==> config.mk <==
export PLATFORM = sky130hd
export DESIGN_NAME = minmaxf_pipelined
export DESIGN_NICKNAME = d
export VERILOG_FILES = /design/src/rtl/minmaxf_pipelined.sv
export SDC_FILE = /design/constraint.sdc
export NUM_CORES = 1
export LEC_CHECK = 0
export ABC_CLOCK_PERIOD_IN_PS = 1600
export CORE_MARGIN = 2
export CORE_UTILIZATION = 65
export CTS_CLUSTER_DIAMETER = 100
export DETAILED_ROUTE_END_ITERATION = 12
export DONT_BUFFER_PORTS = 1
export PLACE_DENSITY = 0.85
export REMOVE_ABC_BUFFERS = 1
export SYNTH_ARGS = -nofsm -noshare
export SYNTH_HDL_FRONTEND = slang
export SYNTH_SLANG_ARGS = --single-unit
==> constraint.sdc <==
create_clock -name clk -period 1.6 [get_ports clk]
set_clock_uncertainty 0.1 [all_clocks]
set_input_delay 0.24 -clock clk [delete_from_list [all_inputs] [get_ports clk]]
set_output_delay 0.24 -clock clk [all_outputs]
set_load 0.005 [all_outputs]
==> src/rtl/minmaxf_pipelined.sv <==
// minmaxf_pipelined: elastic IEEE-754 min/max with NaN propagation and a bubble-collapsing pipeline
module minmaxf_pipelined #(
  parameter int EXP_WIDTH  = 8,
  parameter int FRAC_WIDTH = 23,
  parameter int LATENCY    = 1,
  parameter int IS_MAX     = 0
) (
  input  logic                                clk,
  input  logic                                rst,
  input  logic [EXP_WIDTH+FRAC_WIDTH:0]       lhs,
  input  logic                                lhs_valid,
  input  logic [EXP_WIDTH+FRAC_WIDTH:0]       rhs,
  input  logic                                rhs_valid,
  input  logic                                result_ready,
  output logic [EXP_WIDTH+FRAC_WIDTH:0]       result,
  output logic                                result_valid,
  output logic                                lhs_ready,
  output logic                                rhs_ready
);
  localparam int DATA_TYPE = 1 + EXP_WIDTH + FRAC_WIDTH;
  localparam logic [DATA_TYPE-1:0] QNAN = {1'b0, {EXP_WIDTH{1'b1}}, 1'b1, {(FRAC_WIDTH-1){1'b0}}};
  localparam logic [DATA_TYPE-1:0] MSB = {1'b1, {(DATA_TYPE-1){1'b0}}};
  if (LATENCY < 1 || LATENCY > 8) begin : g_bad_latency
    $error("minmaxf_pipelined: LATENCY must be in 1..8");
  end
  logic [DATA_TYPE-1:0] d [LATENCY];
  logic [DATA_TYPE-1:0] d_in [LATENCY];
  logic [LATENCY-1:0] v, v_in, en;
  logic [DATA_TYPE-1:0] sel, lhs_key, rhs_key;
  logic lhs_nan, rhs_nan, lhs_wins, fire;
  // Order keys map the sign-magnitude encoding onto unsigned order, so -0 < +0.
  always_comb begin
    lhs_nan = (&lhs[DATA_TYPE-2 -: EXP_WIDTH]) & (|lhs[FRAC_WIDTH-1:0]);
    rhs_nan = (&rhs[DATA_TYPE-2 -: EXP_WIDTH]) & (|rhs[FRAC_WIDTH-1:0]);
    lhs_key = lhs[DATA_TYPE-1] ? ~lhs : lhs ^ MSB;
    rhs_key = rhs[DATA_TYPE-1] ? ~rhs : rhs ^ MSB;
    lhs_wins = (IS_MAX != 0) ? lhs_key >= rhs_key : lhs_key <= rhs_key;
    sel = (lhs_nan | rhs_nan) ? QNAN : lhs_wins ? lhs : rhs;
  end
  always_comb begin
    en[LATENCY-1] = !v[LATENCY-1] | result_ready;
    for (int k = LATENCY - 2; k >= 0; k--) en[k] = !v[k] | en[k+1];
  end
  assign fire      = lhs_valid & rhs_valid & en[0];
  assign lhs_ready = rhs_valid & en[0];
  assign rhs_ready = lhs_valid & en[0];
  always_comb begin
    v_in[0] = fire;
    d_in[0] = sel;
    for (int k = 1; k < LATENCY; k++) begin
      v_in[k] = v[k-1];
      d_in[k] = d[k-1];
    end
  end
  always_ff @(posedge clk or posedge rst)
    if (rst) begin
      v <= '0;
      for (int k = 0; k < LATENCY; k++) d[k] <= '0;
    end else begin
      for (int k = 0; k < LATENCY; k++)
        if (en[k]) begin
          v[k] <= v_in[k];
          d[k] <= d_in[k];
        end
    end
  assign result       = d[LATENCY-1];
  assign result_valid = v[LATENCY-1];
endmodule
==> impl_metrics.toml, run 1 <==
[outcome]
status = "finished, violations left"
violations = "negative setup slack"

[floorplanning]
ios = 104
fp.dieArea_um2 = 5210
die_w_um = 72.2
start_util = 0.685
fp.dieH_um = 72.2
core_um2 = 4410
rows = 24

[worst_setup_path]
end_kind = "register"
r2r-start = "result_valid$_DFFE_PP0N_"
critPathLaunchType = "input pin"
crit_path_max_fanout = 33
setup.worst_path.start = "lhs[31]"
ff2ff_path_depth = 4
worst_ep_required_time_ns = 1.70
critPathArrivalTime_ns = 2.26
critPathKind = "input pin to register"

[clock_network]
ctsLongestPathBuffers = 2
h-tree-depth = 2
clk-insertion-delay-late_ns = 0.29
clockRootBuffer = "clkbuf_8"
cts_made_buffers = 5
clkTransAtPathRegs_ns = 0.07
cts_sinks = 33
cts_tree = "yes"

[synthesis]
syn_area_per_cell_um2 = 9.08
ys_seq_area_frac = 0.273
yosys-top-cells-area = "dfrtp_1 (27%), ha_1 (13%), xnor2_1 (9.0%)"
synth.distinct_cells = 36
async_flop_share = 1.00
synthFlopType = "dfrtp_1"
ys_seq_elements = 33
synth_edf_count = 0
synthCells = 333
synth_commonest_cells = "dfrtp_1 (33), nand2_1 (33), ha_1 (32)"
syn_area_um2 = 3020
synth_top_cell_area_share = 0.273
yosysWarnings = 0
synth_top_area_cell = "dfrtp_1"

[drt]
drt-total-wl_mm = 7.27
post_drt_via_cell_ratio = 6.44
drtAntennaViolNets = 0
drt_iter0_drc = 101
num_vias = 2550
drc = 0
drt_pass1_iterations = 4
routedWlPerCell_um = 18.4

[placed_design]
pre_cts_slack_ns = -0.850
io_buffers = 0
dpl-instance-area_um2 = 3140
dp_hpwl_mm = 5.50
placedCellCount = 383
place.gp.congestion = 0.830

[global_route]
grt_pass1_wl_mm = 12.0
grt_usage = 0.292
antenna_found_initial = 0
overflow = 0
grt_pass1_vias = 2624
grt_max_degree = 34

[sta]
fmax_mhz = 462
setup_violations = 32
post-route-period-util = 1.35
timing.final.ws_setup_ns = -0.563
slew_headroom = 0.399
rsz0062_at_grt = "yes"
slew_violations = 0
finalHoldViolations = 0
worst_hold_slack_ns = 0.0355
worstMarginPinSlew_ns = 0.900
period_needed_ns = 2.16

[finish]
n_fill_cell = 306
diodes = 0
finalInstanceArea_um2 = 3310
layout-drive-gt1-share = 0.128
final_cells = 396
area_growth_pct = 9.60
fin_nets = 444

[power_and_ir_drop]
p_per_area_nw_per_um2 = 814
p_total_mw = 2.70
p_leak_nw = 1.42
peakVddDrop_uv = 557

[worst_hold_path]
hold_path_depth = 2
hold_start = "rhs[17]"
worstHoldPathType = "input pin to register"

[flow_run]
drv_cap = 0
[stage by stage]
| step | setup TNS [ns] | utilization |
|---|---|---|
| 2_1_floorplan | -53.78 | - |
| 3_3_place_gp | -23.88 | 0.710 |
| 3_5_place_dp | -25.09 | 0.710 |
| 4_1_cts | -14.88 | 0.742 |
| 5_1_grt | -20.69 | 0.751 |
| 6_report | -17.07 | 0.751 |
[final timing paths]
path	to	slack (ns)
worst max-delay path	result[23]$_DFFE_PP0N_	-0.56
worst min-delay path	result[17]$_DFFE_PP0N_	0.04
worst max register to register	result[14]$_DFFE_PP0N_	0.17
worst min register to register	result[17]$_DFFE_PP0N_	0.41
max in group asynchronous	result_valid$_DFFE_PP0N_	0.67
min in group asynchronous	result[8]$_DFFE_PP0N_	0.38
[routing by layer]
layer,routed length (um),up-vias,track usage,share of wire
li1,-,1208,-,-
met4,129,0,0.105,0.018
met3,690,17,0.0875,0.095
met5,0,-,0,0
met2,3680,109,0.515,0.51
met1,2770,1216,0.334,0.38
[logic make-up after synthesis]
kind of cell / synth area share
xor+xnor: 0.180
fa+ha+maj: 0.132
simple gates: 0.158
flops: 0.273
buf+inv: 0.0373
compound gates: 0.143
mux: 0.0762
[cell type report]
class                   count  area (um2)  share of cell area
inverters                   4        15.0             0.00453
repair buffers             22         193              0.0582
well taps                  52        65.1              0.0196
flip-flops and latches     33         827               0.250
multi-input cells         277        2130               0.644
clock buffers               8        80.1              0.0242
[critical path, cell delays in order]
cell,delay [ns]
xor2_1,0.15
ha_1,0.31
nand4_1,0.19
nor4_4,0.36
o41ai_1,0.15
a31oi_1,0.25
a21oi_4,0.08
buf_12,0.18
buf_4,0.15
a211oi_2,0.18
[state kept, by name (all words and copies together), names as in the netlist]
register	flops
result	32
result_valid	1
[layout by cell type, fill, tap and decap left out]
| master | instances |
|---|---|
| ha_1 | 32 |
| dfrtp_1 | 32 |
| a2111o_1 | 1 |
| xor2_1 | 31 |
| clkbuf_1 | 3 |
| o311ai_4 | 1 |
| a221oi_2 | 1 |
| nor3_2 | 3 |
| buf_4 | 17 |
| nor2b_1 | 2 |
| xnor2_1 | 31 |
| a211oi_1 | 2 |
| a21oi_1 | 9 |
| nand3_1 | 3 |
| o41ai_1 | 1 |
| a21o_1 | 2 |
| nand2b_4 | 1 |
| a211oi_2 | 9 |
| dlygate4sd3_1 | 3 |
| nor2_1 | 24 |
| mux2i_1 | 23 |
| a31oi_1 | 1 |
| o21ai_0 | 4 |
| a221oi_1 | 1 |
| o31ai_2 | 1 |
| nand2_1 | 33 |
| buf_12 | 1 |
| nor4_1 | 10 |
| a21oi_4 | 1 |
| a2111oi_2 | 1 |
| and2_1 | 2 |
| o21ai_1 | 23 |
| nor3_1 | 8 |
| nor4_4 | 1 |
| clkbuf_8 | 5 |
| dfrtp_2 | 1 |
| buf_8 | 1 |
| nand4_1 | 14 |
| o211ai_1 | 1 |
| inv_1 | 4 |
[power breakdown]
group | total, mW | switching [mW] | internal [mW] | leakage, nW
Combinational | 0.993 | 0.491 | 0.502 | 0.995
Clock | 0.608 | 0.299 | 0.309 | 0.0395
Sequential | 1.09 | 0.113 | 0.981 | 0.385
[what timing repair did]
action / 4_1_cts / 5_1_grt
hold buffers: 3 / 0
gates resized for setup: 5 / 6
endpoints found under the setup margin: 34 / 33
setup buffers: 1 / 1
hold endpoints to repair: 34 / 0
pin swaps: 1 / 3
Power figures use the tool's default switching activity.
==> inputs of run 2 (changes only) <==
Settings changed: CTS_CLUSTER_SIZE set to 28, SETUP_SLACK_MARGIN set to 0.4.
==> run 2 against run 1 <==
  * The run still ends with negative setup slack left
  * Fmax up 0.18%
  * Wire length up 2.3%
  * Highest routed layer unchanged
  * Critical path depth unchanged
==> impl_metrics.toml, run 2 (synthesized netlist as in run 1, its figures left out) <==
[finish]
diodes = 0
multi_input_area_um2 = 2140
layout_common_cells = "nand2_1 (33), ha_1 (32), dfrtp_1 (32)"
largest_register_ff_count = 32
final_cells = 397
mostFrequentLayoutCell = "nand2_1"
area_growth_pct = 10.3
fin_nets = 445
regArea_um2 = 827
layout-drive-gt1-share = 0.136
finalInstanceArea_um2 = 3330
n_fill_cell = 305

[placed_design]
io_buffers = 0
dpl-instance-area_um2 = 3140
dp_hpwl_mm = 5.50
placedCellCount = 383
place.gp.congestion = 0.830

[drt]
num_vias = 2542
drt_iter0_drc = 145
drt_pass1_iterations = 4
routedWlPerCell_um = 18.7
drt-total-wl_mm = 7.44
drc = 0
drtAntennaViolNets = 0
post_drt_via_cell_ratio = 6.40

[clock_network]
clkTransAtPathRegs_ns = 0.07
cts_sinks = 33
h-tree-depth = 2
ctsLongestPathBuffers = 2
clockRootBuffer = "clkbuf_8"
cts_made_buffers = 5
cts_tree = "yes"
clk-insertion-delay-late_ns = 0.29

[outcome]
violations = "negative setup slack"
status = "finished, violations left"

[worst_setup_path]
worst-path-buf-inv = 2
end_kind = "register"
crit_path_max_fanout = 33
setup.worst_path.start = "lhs[31]"
worst_ep_required_time_ns = 1.70
r2r_slack_ns = 0.14
critPathMaxStageDelay_ns = 0.36
critPathKind = "input pin to register"
critPathArrivalTime_ns = 2.26
slowest_stage = "nor4_4"
worstPathCellList = "xor2_1 > ha_1 > nand4_1 > nor4_4 > o41ai_1 > a31oi_1 > a21oi_4 > buf_12 > buf_4 > a211oi_2"
cp_top_family = "compound AO/OA/AOI/OAI gates"
reg2reg_to = "result[14]$_DFFE_PP0N_"
critPathLaunchType = "input pin"
r2r-start = "result_valid$_DFFE_PP0N_"
ff2ff_path_depth = 4

[sta]
finalHoldViolations = 0
slew_headroom = 0.366
fmax_mhz = 463
slew_violations = 0
post-route-period-util = 1.35
tns_ns = -16.99
setup_violations = 32
rsz0062_at_grt = "yes"
timing.final.ws_setup_ns = -0.559
period_needed_ns = 2.16
worstMarginPinSlew_ns = 0.948

[floorplanning]
start_util = 0.685
ios = 104
fp.dieArea_um2 = 5210
core_um2 = 4410
fp.dieH_um = 72.2
rows = 24
die_w_um = 72.2

[power_and_ir_drop]
peakVddDrop_uv = 563
p_leak_nw = 1.43
p_per_area_nw_per_um2 = 816

[global_route]
grt_usage = 0.296
antenna_found_initial = 0
grt_pass1_wl_mm = 12.2
grt_max_degree = 34
grt_pass1_vias = 2639
overflow = 0

[worst_hold_path]
hold_end = "result[17]$_DFFE_PP0N_"
hold_path_depth = 2
worstHoldPathType = "input pin to register"
hold_start = "rhs[17]"

[flow_run]
drv_cap = 0
run 2: report_power, final:
group | internal [mW] | total (mW) | switching [mW]
logic | 0.511 | 1.01 | 0.503
clock network | 0.309 | 0.613 | 0.303
registers | 0.981 | 1.09 | 0.113
run 2: final cells by class:
cell class | instances | share of cell area
Tap cell | 52 | 0.0195
Multi-Input combinational cell | 277 | 0.642
Inverter | 4 | 0.00450
Sequential cell | 33 | 0.248
Timing Repair Buffer | 23 | 0.0623
Clock buffer | 8 | 0.0240
run 2: worst max path at each step:
| stage | endpoint | depth (start not counted) |
|---|---|---|
| 6_report | result[23]$_DFFE_PP0N_ | 10 |
| 5_1_grt | result[14]$_DFFE_PP0N_ | 10 |
| 4_1_cts | result[12]$_DFFE_PP0N_ | 10 |
| 3_5_place_dp | result[25]$_DFFE_PP0N_ | 10 |
| 3_3_place_gp | result[23]$_DFFE_PP0N_ | 10 |
| 2_1_floorplan | result[14]$_DFFE_PP0N_ | 5 |
run 2: repair_timing:
action                                  CTS  global route
hold endpoints to repair                 34             0
endpoints found under the setup margin   34            34
buffers inserted                          2             1
pin swaps                                 3             3
hold buffers                              3             0
resized for setup                         9             6
run 2: layer usage:
layer	GRT usage	routed length (um)
met1	0.342	2810
met2	0.518	3760
met3	0.0917	737
met4	0.105	132
met5	0	0
run 2: per-stage QoR:
stage / util / hold WS (ns) / power, mW / setup slack [ns]
5_1_grt: 0.755 / 0.0376 / 2.90 / -0.709
3_5_place_dp: 0.710 / 0.156 / 2.05 / -0.850
2_1_floorplan: - / 0.254 / 1.80 / -1.78
6_report: 0.755 / 0.0343 / 2.72 / -0.559
4_1_cts: 0.747 / 0.0321 / 2.70 / -0.495
3_3_place_gp: 0.710 / 0.148 / 2.00 / -0.784
